File: src/rtl/fetch_queue_if.sv
// Fetch front-end bus bundle: Icache request/response,
// EX redirect and the ID-side valid/ready head port.
interface fetch_queue_if #(
  parameter int ADDR_WIDTH = 64,
  parameter int INST_WIDTH = 32
);
  logic                  ic_req_valid;
  logic                  ic_req_ready;
  logic [ADDR_WIDTH-1:0] ic_req_addr;
  logic                  ic_resp_valid;
  logic [INST_WIDTH-1:0] ic_resp_inst;
  logic                  redirect_valid;
  logic [ADDR_WIDTH-1:0] redirect_pc;
  logic                  id_valid;
  logic                  id_ready;
  logic [ADDR_WIDTH-1:0] id_pc;
  logic [INST_WIDTH-1:0] id_inst;

  modport master (
    output ic_req_valid, ic_req_addr,
    input  ic_req_ready,
    input  ic_resp_valid, ic_resp_inst,
    input  redirect_valid, redirect_pc,
    output id_valid, id_pc, id_inst,
    input  id_ready
  );

  modport slave (
    input  ic_req_valid, ic_req_addr,
    output ic_req_ready,
    output ic_resp_valid, ic_resp_inst,
    output redirect_valid, redirect_pc,
    input  id_valid, id_pc, id_inst,
    output id_ready
  );
endinterface

File: src/rtl/fetch_queue.sv
// Instruction fetch queue: sequential PC gen, Icache requests, DEPTH FIFO to ID.
// Define FETCH_BYPASS_EN for a combinational empty-FIFO response bypass.
module fetch_queue #(
  parameter int ADDR_WIDTH = 64,
  parameter int INST_WIDTH = 32,
  parameter int DEPTH      = 4
) (
  input  logic                       clk,
  input  logic                       reset,
  input  logic [ADDR_WIDTH-1:0]      entry,
  fetch_queue_if.master              bus,
  output logic [$clog2(DEPTH+1)-1:0] count,
  output logic                       halt,
  output logic                       misalign_err
);

  localparam int PW = $clog2(DEPTH);
  localparam int CW = $clog2(DEPTH+1);
  localparam logic [ADDR_WIDTH-1:0] INC =
    ADDR_WIDTH'(INST_WIDTH/8);
  localparam logic [CW-1:0] FULL = CW'(DEPTH);

  typedef enum logic [1:0] {
    S_REQ, S_WAIT, S_HALTED
  } state_t;

  typedef struct packed {
    logic [ADDR_WIDTH-1:0] pc;
    logic [INST_WIDTH-1:0] inst;
  } slot_t;

  state_t                state;
  logic [ADDR_WIDTH-1:0] fetch_pc;
  logic [ADDR_WIDTH-1:0] req_pc;
  logic                  discard;
  slot_t                 mem [DEPTH];
  logic [PW-1:0]         rd_ptr;
  logic [PW-1:0]         wr_ptr;

  logic redirect;
  logic has_head;
  logic req_fire;
  logic resp_take;
  logic push;
  logic pop;
  logic halt_set;

  assign redirect  = bus.redirect_valid;
  assign has_head  = (count != '0);
  assign req_fire  = bus.ic_req_valid & bus.ic_req_ready;
  assign resp_take = (state == S_WAIT)
                   & bus.ic_resp_valid & ~discard;

  // With one request in flight, REQ implies nothing outstanding.
  assign bus.ic_req_valid = reset & (state == S_REQ)
                          & (count < FULL);
  assign bus.ic_req_addr  = fetch_pc;

`ifdef FETCH_BYPASS_EN
  logic bypass;
  assign bypass       = resp_take & ~has_head;
  assign bus.id_valid = has_head | (bypass & ~redirect);
  assign bus.id_pc    = has_head ? mem[rd_ptr].pc : req_pc;
  assign bus.id_inst  = has_head ? mem[rd_ptr].inst
                                 : bus.ic_resp_inst;
  assign pop          = has_head & bus.id_ready;
  assign push         = resp_take & ~(bypass & bus.id_ready);
`else
  assign bus.id_valid = has_head;
  assign bus.id_pc    = mem[rd_ptr].pc;
  assign bus.id_inst  = mem[rd_ptr].inst;
  assign pop          = has_head & bus.id_ready;
  assign push         = resp_take;
`endif

  assign halt_set = bus.id_valid & bus.id_ready & ~redirect
                  & (bus.id_inst == '0);

  always_ff @(posedge clk) begin
    if (reset & ~redirect & push) begin
      mem[wr_ptr] <= slot_t'{pc: req_pc,
                             inst: bus.ic_resp_inst};
    end
  end

  always_ff @(posedge clk) begin
    if (!reset) begin
      state        <= S_REQ;
      fetch_pc     <= entry;
      req_pc       <= '0;
      discard      <= 1'b0;
      rd_ptr       <= '0;
      wr_ptr       <= '0;
      count        <= '0;
      halt         <= 1'b0;
      misalign_err <= 1'b0;
    end else begin
      if (halt_set) halt <= 1'b1;
      if (redirect) begin
        rd_ptr   <= '0;
        wr_ptr   <= '0;
        count    <= '0;
        fetch_pc <= {bus.redirect_pc[ADDR_WIDTH-1:2], 2'b00};
        if (bus.redirect_pc[1:0] != 2'b00) misalign_err <= 1'b1;
        // A request accepted now, or one still pending, is stale.
        if ((state == S_WAIT && !bus.ic_resp_valid) || req_fire) begin
          state   <= S_WAIT;
          discard <= 1'b1;
        end else begin
          state   <= S_REQ;
          discard <= 1'b0;
        end
      end else begin
        if (push) wr_ptr <= wr_ptr + PW'(1);
        if (pop)  rd_ptr <= rd_ptr + PW'(1);
        count <= count + CW'(push) - CW'(pop);
        unique case (state)
          S_REQ: begin
            if (req_fire) begin
              req_pc   <= fetch_pc;
              fetch_pc <= fetch_pc + INC;
              state    <= S_WAIT;
            end
          end
          S_WAIT: begin
            if (bus.ic_resp_valid) begin
              discard <= 1'b0;
              if (discard)
                state <= S_REQ;
              else if (bus.ic_resp_inst == '0)
                state <= S_HALTED;
              else
                state <= S_REQ;
            end
          end
          S_HALTED: state <= S_HALTED;
          default:  state <= S_REQ;
        endcase
      end
    end
  end

endmodule

File: src/flat_wrapper.sv
// flat-port wrapper written by rule: the top's interface ports become plain ports
module fetch_queue_flat 
#(
  parameter int ADDR_WIDTH = 64,
  parameter int INST_WIDTH = 32,
  parameter int DEPTH      = 4
)
  (clk, reset, entry, count, halt, misalign_err, bus_ic_req_valid, bus_ic_req_addr, bus_ic_req_ready, bus_ic_resp_valid, bus_ic_resp_inst, bus_redirect_valid, bus_redirect_pc, bus_id_valid, bus_id_pc, bus_id_inst, bus_id_ready);
  fetch_queue_if #(.ADDR_WIDTH(ADDR_WIDTH), .INST_WIDTH(INST_WIDTH)) bus_i ();
  input  logic clk;
  input  logic reset;
  input  logic [ADDR_WIDTH-1:0] entry;
  output logic [$clog2(DEPTH+1)-1:0] count;
  output logic halt;
  output logic misalign_err;
  output wire logic [$bits(bus_i.ic_req_valid)-1:0] bus_ic_req_valid;
  output wire logic [$bits(bus_i.ic_req_addr)-1:0] bus_ic_req_addr;
  input wire logic [$bits(bus_i.ic_req_ready)-1:0] bus_ic_req_ready;
  input wire logic [$bits(bus_i.ic_resp_valid)-1:0] bus_ic_resp_valid;
  input wire logic [$bits(bus_i.ic_resp_inst)-1:0] bus_ic_resp_inst;
  input wire logic [$bits(bus_i.redirect_valid)-1:0] bus_redirect_valid;
  input wire logic [$bits(bus_i.redirect_pc)-1:0] bus_redirect_pc;
  output wire logic [$bits(bus_i.id_valid)-1:0] bus_id_valid;
  output wire logic [$bits(bus_i.id_pc)-1:0] bus_id_pc;
  output wire logic [$bits(bus_i.id_inst)-1:0] bus_id_inst;
  input wire logic [$bits(bus_i.id_ready)-1:0] bus_id_ready;
  assign bus_ic_req_valid = bus_i.ic_req_valid;
  assign bus_ic_req_addr = bus_i.ic_req_addr;
  assign bus_i.ic_req_ready = bus_ic_req_ready;
  assign bus_i.ic_resp_valid = bus_ic_resp_valid;
  assign bus_i.ic_resp_inst = bus_ic_resp_inst;
  assign bus_i.redirect_valid = bus_redirect_valid;
  assign bus_i.redirect_pc = bus_redirect_pc;
  assign bus_id_valid = bus_i.id_valid;
  assign bus_id_pc = bus_i.id_pc;
  assign bus_id_inst = bus_i.id_inst;
  assign bus_i.id_ready = bus_id_ready;
  fetch_queue #(.ADDR_WIDTH(ADDR_WIDTH), .INST_WIDTH(INST_WIDTH), .DEPTH(DEPTH)) u_core (.clk(clk), .reset(reset), .entry(entry), .bus(bus_i), .count(count), .halt(halt), .misalign_err(misalign_err));
endmodule
File: config.mk
export PLATFORM = sky130hd
export DESIGN_NAME = fetch_queue_flat
export DESIGN_NICKNAME = d
export VERILOG_FILES = /design/src/rtl/fetch_queue_if.sv /design/src/rtl/fetch_queue.sv /design/src/flat_wrapper.sv
export SDC_FILE = /design/constraint.sdc
export NUM_CORES = 1
export LEC_CHECK = 0
export BUFFER_PORTS_ARGS = -buffer_cell sky130_fd_sc_hd__buf_2
export CORE_AREA = 3 3 198 200
export DETAILED_ROUTE_END_ITERATION = 8
export DIE_AREA = 0 0 201 203
export PLACE_DENSITY = 0.88
export SLEW_MARGIN = 20
export SYNTH_ARGS = -nofsm -noshare
export SYNTH_HDL_FRONTEND = slang
export SYNTH_SLANG_ARGS = --single-unit
File: constraint.sdc
create_clock -name clk -period 5.35 [get_ports clk]
set_input_delay 1.07 -clock clk [delete_from_list [all_inputs] [get_ports clk]]
set_output_delay 1.07 -clock clk [all_outputs]
set_load 0.01 [all_outputs]
==> results_dict.tcl, run 1 <==
set metrics [dict create \
    postSynthAreaPerCell_um2 15.71 \
    cts_post_setup_buffers_inserted 0 \
    worstReg2RegEnd "u_core.bus.ic_req_addr[41]" \
    grt_pass1_vias 13337 \
    numPlacedInstances 2154 \
    setup_tns_ns 0 \
    rrSetupSlack_ns 1.89 \
    hold_path_class "register to register" \
    status "finished clean" \
    hpwlAfterDp_um 33950 \
    finalHoldViolCount 0 \
    cts_tree "built" \
    cts_made_buffers 50 \
    dr.first_iter.drc_count 1219 \
    synth_top_area_frac 0.6284 \
    cts.clk_slew.worst_paths_ns 0.06 \
    core_um2 37580 \
    root_buffer "clkbuf_16" \
    die_area_um2 40800 \
    boundaryPins 333 \
    cts_buffer_depth 3 \
    r2r_start "u_core.bus.ic_req_addr[9]" \
    synth_cells 1363 \
    regArea_um2 15020 \
    via_per_inst 5.895 \
    multi_input_area_um2 6005 \
    yosysTopAreaCell "edfxtp_1" \
    ys_seq_elements 526 \
    drive_gt1_frac 0.3299 \
    drt_pre_antenna_iters 5 \
    max_freq_mhz 263.0 \
    start_kind "register" \
    h-tree-depth 2 \
    setup_viol 0 \
    place.port_buffers 332 \
    grt_pass1_wl_um 80130 \
    skew_ns 0.02425 \
    synth_warnings 0 \
    post-route-period-util 0.7108 \
    gp_congestion 0.8531 \
    critPathRequiredTime_ns 4.28 \
    drtAntennaViolNets 0 \
    clk_latency_ns 0.57 \
    min_from "u_core.halt" \
    whs_path_depth 2 \
    setup_slack_ns 1.547 \
    yosysUniqueCellTypes 52 \
    cp.arrival_ns 2.73 \
    ir_worst_vdd_mv 0.2327 \
    finalPower_mw 8.858 \
    postCtsHoldBufs 0 \
    cellLeakagePower_nw 9.184 \
    worst-slew-pin-transition_ns 0.9518 \
    end_kind "output pin" \
    min_to "u_core.halt" \
    crit_type "register to output pin" \
    grt_overflow_total 0 \
    place_ws_ns 1.785 \
    drc 0 \
    slew-limit-headroom 0.3655 \
    grt_max_degree 89 \
    routed-via-count 13258 \
    cap_violations 0 \
    chipWidth_um 201 \
    die_h_um 203 \
    synthTopCellsByArea "edfxtp_1 (63%), mux4_2 (10%), dfxtp_1 (7.3%), nand2_1 (3.1%), a21boi_0 (2.2%)" \
    cts_resized 0 \
    syn_area_um2 21410 \
    fin_cells 2249 \
    crit_fanout 31 \
    final_nets 1869 \
    cts.sinks 526 \
    period_needed_ns 3.803 \
    groute.usage.overall 0.2579 \
    syn_to_final_growth_pct 18.59 \
    drv_slew 0 \
    fill_cells 2485 \
    utilization 0.6756 \
    rows 71 \
    ys_seq_area_frac 0.7014 \
    syn_nets 1537 \
    wire_per_inst_um 23.51 \
    synth_edf_count 448 \
    powerDensity_nw_per_um2 348.9 \
    synthFlopType "edfxtp_1" \
    r2r_cells 6 \
    start_util 0.5697 \
    antenna_found_initial 5 \
    rsz0062_at_grt "false" \
    ys_async_sr_fraction 0 \
    drt_wl_total_um 52870 \
]
-- how the worst max path moves through the flow --
stage	start	endpoint	slack, ns	cells past startpoint
2_1_floorplan	bus_redirect_valid	u_core.mem[1][0]	0.72	6
3_3_place_gp	bus_redirect_valid	u_core.mem[0][27]	1.86	6
3_5_place_dp	reset	u_core.req_pc[40]	1.79	7
4_1_cts	register	bus_id_pc[32]	1.45	3
5_1_grt	register	bus_id_pc[26]	1.34	3
6_report	register	bus_id_pc[32]	1.55	3
-- cells in the mapped netlist (27+ instances only) --
cell type	instances
a21boi_0	64
nor2b_1	29
nand2_1	176
nor2_1	29
edfxtp_1	448
inv_1	30
dfxtp_1	78
clkbuf_1	48
a21oi_1	31
o21ai_0	57
nor3_1	27
mux4_2	96
xnor2_1	37
-- metal layers --
metal / part of all wire / GRT usage
met5: 0.0014 / 0
met4: 0.032 / 0.08708
met3: 0.095 / 0.06782
met2: 0.48 / 0.4141
met1: 0.39 / 0.3482
-- layout make-up --
cell class,instances,area share
tap,511,0.02518
multi-input combinational,735,0.2365
inverter,30,0.004436
clock inverter,37,0.01789
timing repair buffer,352,0.07344
antenna,1,0.00009857
sequential,526,0.5917
clock buffer,57,0.05071
-- power by group --
part	switching (mW)	internal (mW)	leakage, nW
sequential	0.135	4.53	5.22
clock	1.52	2.18	0.835
combinational	0.278	0.209	3.13
total	1.93	6.92	9.18
-- through the flow --
step	hold WS (ns)	instance area, µm²
after global placement	0.4315	23640
after CTS	0.4743	25380
final	0.4722	25390
after detailed placement	0.4598	23640
after global routing	0.4967	25380
after floorplan	0.4426	21410
-- flip-flops by register name (all words and copies together), names as in the netlist, named ones only --
register / cells
u_core.req_pc: 64
u_core.discard: 1
u_core.misalign_err: 1
u_core.count: 3
u_core.halt: 1
u_core.state: 2
u_core.wr_ptr: 2
u_core.bus.ic_req_addr: 64
u_core.mem: 384
u_core.rd_ptr: 2
-- worst max-delay path, cell delays in order, from the launching register on --
cell and delay (ns):
dfxtp_4 0.77, buf_4 0.53, mux4_2 0.62, buf_2 0.17
-- cells in the final DEF (no fill, tap or decap), types with 8 or more instances in the layout --
cell type,instances
a21boi_0,64
a21oi_1,31
buf_2,331
buf_4,17
bufinv_16,9
clkbuf_16,50
clkinv_1,8
dfxtp_1,76
edfxtp_1,448
inv_1,30
mux2_2,21
mux4_2,96
nand2_1,175
nand3_1,25
nand4_1,16
nor2_1,28
nor2b_1,28
nor3_1,27
nor4_1,26
o21a_1,8
o21ai_0,57
o22ai_1,12
xnor2_1,37
xor2_1,17
-- kinds of logic after synthesis --
family	Yosys count	share of synthesized area
XOR/XNOR	54	0.02209
buffers and inverters	102	0.01999
multiplexers	119	0.1130
AO/OA/AOI/OAI	185	0.05325
adder cells (fa/ha/maj)	8	0.005026
AND/OR/NAND/NOR	369	0.08528
flip-flops	526	0.7014
Power figures use the tool's default switching activity.
==> run 2, diff against run 1 <==
==> constraint.sdc (replaced) <==
create_clock -name clk -period 3.9 [get_ports clk]
set_input_delay 0.78 -clock clk [delete_from_list [all_inputs] [get_ports clk]]
set_output_delay 0.78 -clock clk [all_outputs]
set_load 0.01 [all_outputs]
==> run 2 against run 1 <==
Effect of this change:
- clock-buffer cell count up 23
- combinational power is 40% higher
- register-to-register slack got worse by 0.70 ns
- flip-flop and latch count is the same
- clock skew shrank 0.0057 ns
- hold slack got worse by 0.052 ns
==> results_dict.tcl, run 2 (same netlist as run 1, synthesis figures left out) <==
set metrics [dict create \
    status "finished clean" \
    drive_gt1_frac 0.3297 \
    grt_max_degree 97 \
    syn_to_final_growth_pct 19.00 \
    groute.usage.overall 0.2582 \
    start_kind "register" \
    crit_type "register to output pin" \
    cp_slowest_cell "dfxtp_4" \
    p_seq_frac 0.535 \
    chipWidth_um 201 \
    slowest_delay_ns 0.67 \
    die_area_um2 40800 \
    route.met2.wl_um 25690 \
    crit_fanout 23 \
    crit_chain "buf_4 > mux4_2 > buf_2" \
    critPathRequiredTime_ns 3.12 \
    regMostFlops "u_core.mem" \
    drtAntennaViolNets 0 \
    clk_latency_ns 0.60 \
    layout_commonest_cell "edfxtp_1" \
    postCtsHoldBufs 0 \
    final_cell_mix "edfxtp_1 (448), buf_2 (331), nand2_1 (175)" \
    skew_ns 0.01858 \
    setup_tns_ns 0 \
    largest_reg_flops 384 \
    cap_violations 0 \
    via_per_inst 5.874 \
    setup_viol 0 \
    hold_path_class "primary input to register" \
    slew-limit-headroom 0.5314 \
    drc 0 \
    grt_pass1_wl_um 80480 \
    p_comb_frac 0.057 \
    switchingPower_mw 2.598 \
    setup_slack_ns 0.7019 \
    ir_worst_vdd_mv 0.4969 \
    dr_wl_met3_um 5009 \
    finalHoldViolCount 0 \
    m1WireLength_um 20620 \
    place.port_buffers 332 \
    antenna_found_initial 3 \
    drt_wl_total_um 52640 \
    cp.arrival_ns 2.42 \
    max_freq_mhz 312.7 \
    end_kind "output pin" \
    place_ws_ns 1.087 \
    cts.clk_slew.worst_paths_ns 0.06 \
    cts_resized 0 \
    gp_congestion 0.8037 \
    grt_pass1_vias 13667 \
    die_h_um 203 \
    route.top_layer_used "met5" \
    powerDensity_nw_per_um2 469.4 \
    wire_per_inst_um 23.26 \
    start_util 0.5697 \
    p_clk_frac 0.408 \
    worst-slew-pin-transition_ns 0.7029 \
    final_nets 1883 \
    timing.hold.ws_ns 0.4197 \
    cts.sinks 526 \
    root_buffer "clkbuf_16" \
    boundaryPins 333 \
    cts_made_buffers 51 \
    hpwlAfterDp_um 34500 \
    cts_post_setup_buffers_inserted 0 \
    drt_pre_antenna_iters 5 \
    routed-via-count 13293 \
    cellLeakagePower_nw 9.241 \
    dr.first_iter.drc_count 1381 \
    rsz0062_at_grt "false" \
    h-tree-depth 2 \
    grt_overflow_total 0 \
    power.share.switching 0.2173 \
    cts_buffer_depth 3 \
    post-route-period-util 0.8200 \
    intPower_mw 9.360 \
    drv_slew 0 \
    core_um2 37580 \
    rows 71 \
    period_needed_ns 3.198 \
    cts_tree "built" \
]
[run 2: critical path: cells and delay by family (launching register included)]
kind	cells	cell delay, ns
buffers and inverters	2	0.56
multiplexers	1	0.58
flip-flops	1	0.67
[run 2: per-layer routing]
layer | vias to the layer above | global-route usage
li1 | 5917 | -
met1 | 6535 | 0.3516
met2 | 720 | 0.4214
met3 | 115 | 0.06349
met4 | 6 | 0.07378
met5 | - | 0
[run 2: power groups by stage]
| stage | Sequential (mW) | Clock (mW) | Combinational (mW) |
|---|---|---|---|
| after floorplan | 6.49 | 0 | 0.323 |
| after global placement | 6.50 | 0 | 0.663 |
| after detailed placement | 6.51 | 0 | 0.681 |
| after CTS | 6.39 | 4.94 | 0.687 |
| after global routing | 6.41 | 5.18 | 0.746 |
| final | 6.40 | 4.88 | 0.682 |
[run 2: through the flow]
| step | power [mW] | std cells | utilization | area [µm²] |
|---|---|---|---|---|
| after CTS | 12.02 | 2261 | 0.6778 | 25470 |
| after floorplan | 6.815 | 1363 | - | 21410 |
| final | 11.96 | 2263 | 0.6779 | 25470 |
| after detailed placement | 7.190 | 2167 | 0.6334 | 23800 |
| after global routing | 12.34 | 2261 | 0.6778 | 25470 |
| after global placement | 7.159 | 2167 | 0.6334 | 23800 |
[run 2: path summary, 6_finish.rpt]
| path | slack, ns | depth (start not counted) | startpoint | end |
|---|---|---|---|---|
| worst max-delay path | 0.70 | 3 | register | bus_id_pc[52] |
| worst max register to register | 1.19 | 7 | u_core.bus.ic_req_addr[2] | u_core.bus.ic_req_addr[58] |
| worst min-delay path | 0.42 | 1 | bus_ic_resp_inst[29] | u_core.mem[1][29] |
| worst min register to register | 0.48 | 1 | u_core.misalign_err | u_core.misalign_err |
[run 2: cell type report]
cell class | instances | area (µm²)
Sequential cell | 526 | 15020
Fill cell | 2501 | 12100
Multi-Input combinational cell | 735 | 6002
Timing Repair Buffer | 365 | 2024
Clock buffer | 80 | 1506
Tap cell | 511 | 639.4
Clock inverter | 14 | 161.4
Inverter | 30 | 112.6
Antenna cell | 2 | 5.005
==> run 3, diff against run 2 <==
--- a/config.mk
+++ b/config.mk
@@ -6,10 +6,10 @@
 export NUM_CORES = 1
 export LEC_CHECK = 0
 export BUFFER_PORTS_ARGS = -buffer_cell sky130_fd_sc_hd__buf_2
-export CORE_AREA = 3 3 198 200
+export CORE_AREA = 3 3 209 211
 export DETAILED_ROUTE_END_ITERATION = 8
-export DIE_AREA = 0 0 201 203
-export PLACE_DENSITY = 0.88
+export DIE_AREA = 0 0 212 214
+export PLACE_DENSITY = 0.83
 export SLEW_MARGIN = 20
 export SYNTH_ARGS = -nofsm -noshare
 export SYNTH_HDL_FRONTEND = slang
==> constraint.sdc (replaced) <==
create_clock -name clk -period 2.9 [get_ports clk]
set_input_delay 0.58 -clock clk [delete_from_list [all_inputs] [get_ports clk]]
set_output_delay 0.58 -clock clk [all_outputs]
set_load 0.01 [all_outputs]
==> run 3 against run 2 <==
Effect of this change:
- global-route usage fell by 2.0 points
- cell area is 1.3% higher
- core utilization shrank 6.3 points
- sequential share of layout area is 0.77 points lower
- wire length grew 3.0%
- total power is 36% higher
- non-clock buffer count is 13 higher
- largest cell class unchanged
==> results_dict.tcl, run 3 (same netlist as run 1, synthesis figures left out) <==
set metrics [dict create \
    period_needed_ns 2.713 \
    start_util 0.5103 \
    min_from "bus_ic_resp_inst[28]" \
    root_buffer "clkbuf_16" \
    crit_fanout 49 \
    critPathRequiredTime_ns 2.32 \
    layout_commonest_cell "edfxtp_1" \
    grt_pass1_vias 13904 \
    slew-limit-headroom 0.6077 \
    wire_per_inst_um 23.53 \
    slowest_delay_ns 0.56 \
    max_freq_mhz 368.6 \
    drive_gt1_frac 0.3375 \
    cts.sinks 526 \
    clk_latency_ns 0.57 \
    min_to "u_core.mem[3][28]" \
    syn_to_final_growth_pct 20.56 \
    via_per_inst 5.810 \
    rsz0062_at_grt "false" \
    r2r_start "u_core.bus.ic_req_addr[14]" \
    largest_reg_flops 384 \
    gp_congestion 0.8462 \
    hpwlAfterDp_um 35550 \
    path_buf_inv 2 \
    timing.hold.ws_ns 0.2467 \
    regMostFlops "u_core.mem" \
    crit_chain "buf_12 > mux4_2 > buf_2" \
    drt_pre_antenna_iters 6 \
    powerDensity_nw_per_um2 629.0 \
    grt_max_degree 129 \
    hold_path_class "primary input to register" \
    dr.first_iter.drc_count 1131 \
    antenna_found_initial 9 \
    cts_tree "built" \
    h-tree-depth 2 \
    fin_area_um2 25810 \
    crit_type "register to output pin" \
    grt_pass1_wl_um 82350 \
    drt_wl_total_um 54240 \
    cts_made_buffers 51 \
    die_h_um 214 \
    grt_overflow_total 0 \
    postCtsHoldBufs 0 \
    routed-via-count 13393 \
    worstReg2RegEnd "u_core.bus.ic_req_addr[54]" \
    drtAntennaViolNets 0 \
    setup_viol 0 \
    rows 75 \
    place_ws_ns 0.2893 \
    chipWidth_um 212 \
    worst-slew-pin-transition_ns 0.5884 \
    place_area_um2 24000 \
    post-route-period-util 0.9355 \
    ir_worst_vdd_mv 0.3983 \
    utilization 0.6153 \
    cp.arrival_ns 2.13 \
    cp_top_family "flip-flops" \
    skew_ns 0.01254 \
    end_kind "output pin" \
    drc 0 \
    r2r_cells 6 \
    setup_slack_ns 0.1870 \
    boundaryPins 333 \
    final_nets 1896 \
    status "finished clean" \
    cts.clk_slew.worst_paths_ns 0.06 \
    finalHoldViolCount 0 \
    groute.usage.overall 0.2387 \
    cp_slowest_cell "dfxtp_4" \
    cap_violations 0 \
    whs_path_depth 1 \
    core_um2 41950 \
    final_cell_mix "edfxtp_1 (448), buf_2 (331), nand2_1 (175)" \
    cts_buffer_depth 3 \
    start_kind "register" \
    fill_cells 3106 \
    cellLeakagePower_nw 9.376 \
    place.port_buffers 332 \
    die_area_um2 45370 \
    rrSetupSlack_ns 0.34 \
    drv_slew 0 \
]
run 3: cell types whose count changed in the layout (fill, tap and decap cells not counted), sizes merged, moves of 3 or more:
| cell | delta |
|---|---|
| buf | +12 |
| clkbuf | -15 |
| clkinv | +11 |
| bufinv | +3 |
run 3: report_power, final:
group / switching (mW) / internal [mW]
Sequential: 0.226 / 8.36
Combinational: 0.546 / 0.413
Clock: 2.76 / 3.93
Total: 3.53 / 12.7
run 3: repair_timing:
item                                    4_1_cts  5_1_grt
pin swaps                                     0        1
cloned                                        1        0
setup buffers                                 4        3
endpoints found under the setup margin       50        1
gates resized for setup                       1        0
run 3: layout make-up:
cell class | instances | area, µm² | area share
repair buffers | 378 | 2292 | 0.08882
clock inverters | 29 | 306.5 | 0.01188
diodes | 3 | 7.507 | 0.0002909
inverters | 30 | 112.6 | 0.004363
well taps | 539 | 674.4 | 0.02613
multi-input cells | 735 | 6002 | 0.2326
clock buffers | 65 | 1391 | 0.05391
flip-flops and latches | 526 | 15020 | 0.5821
run 3: worst max-delay path by stage:
stage                     cells past startpoint  slack, ns                          to
final                                         3       0.19               bus_id_pc[29]
after global routing                          3       0.10               bus_id_pc[29]
after CTS                                     3       0.17               bus_id_pc[29]
after detailed placement                      6       0.29  u_core.bus.ic_req_addr[51]
after global placement                        5       0.39                 u_core.halt
after floorplan                               3      -0.20  u_core.bus.ic_req_addr[10]
run 3: layer usage:
layer / wire [µm] / global-route usage
met2: 26570 / 0.3979
met4: 1846 / 0.08819
met3: 4754 / 0.05521
met5: 82 / 0
met1: 20990 / 0.3072
run 3: through the flow:
| step | instances | total power [mW] | setup TNS [ns] |
|---|---|---|---|
| after floorplan | 1363 | 9.165 | -81.75 |
| after global placement | 2200 | 9.649 | 0 |
| after detailed placement | 2200 | 9.693 | 0 |
| after CTS | 2299 | 16.36 | 0 |
| after global routing | 2303 | 16.78 | 0 |
| final | 2305 | 16.23 | 0 |
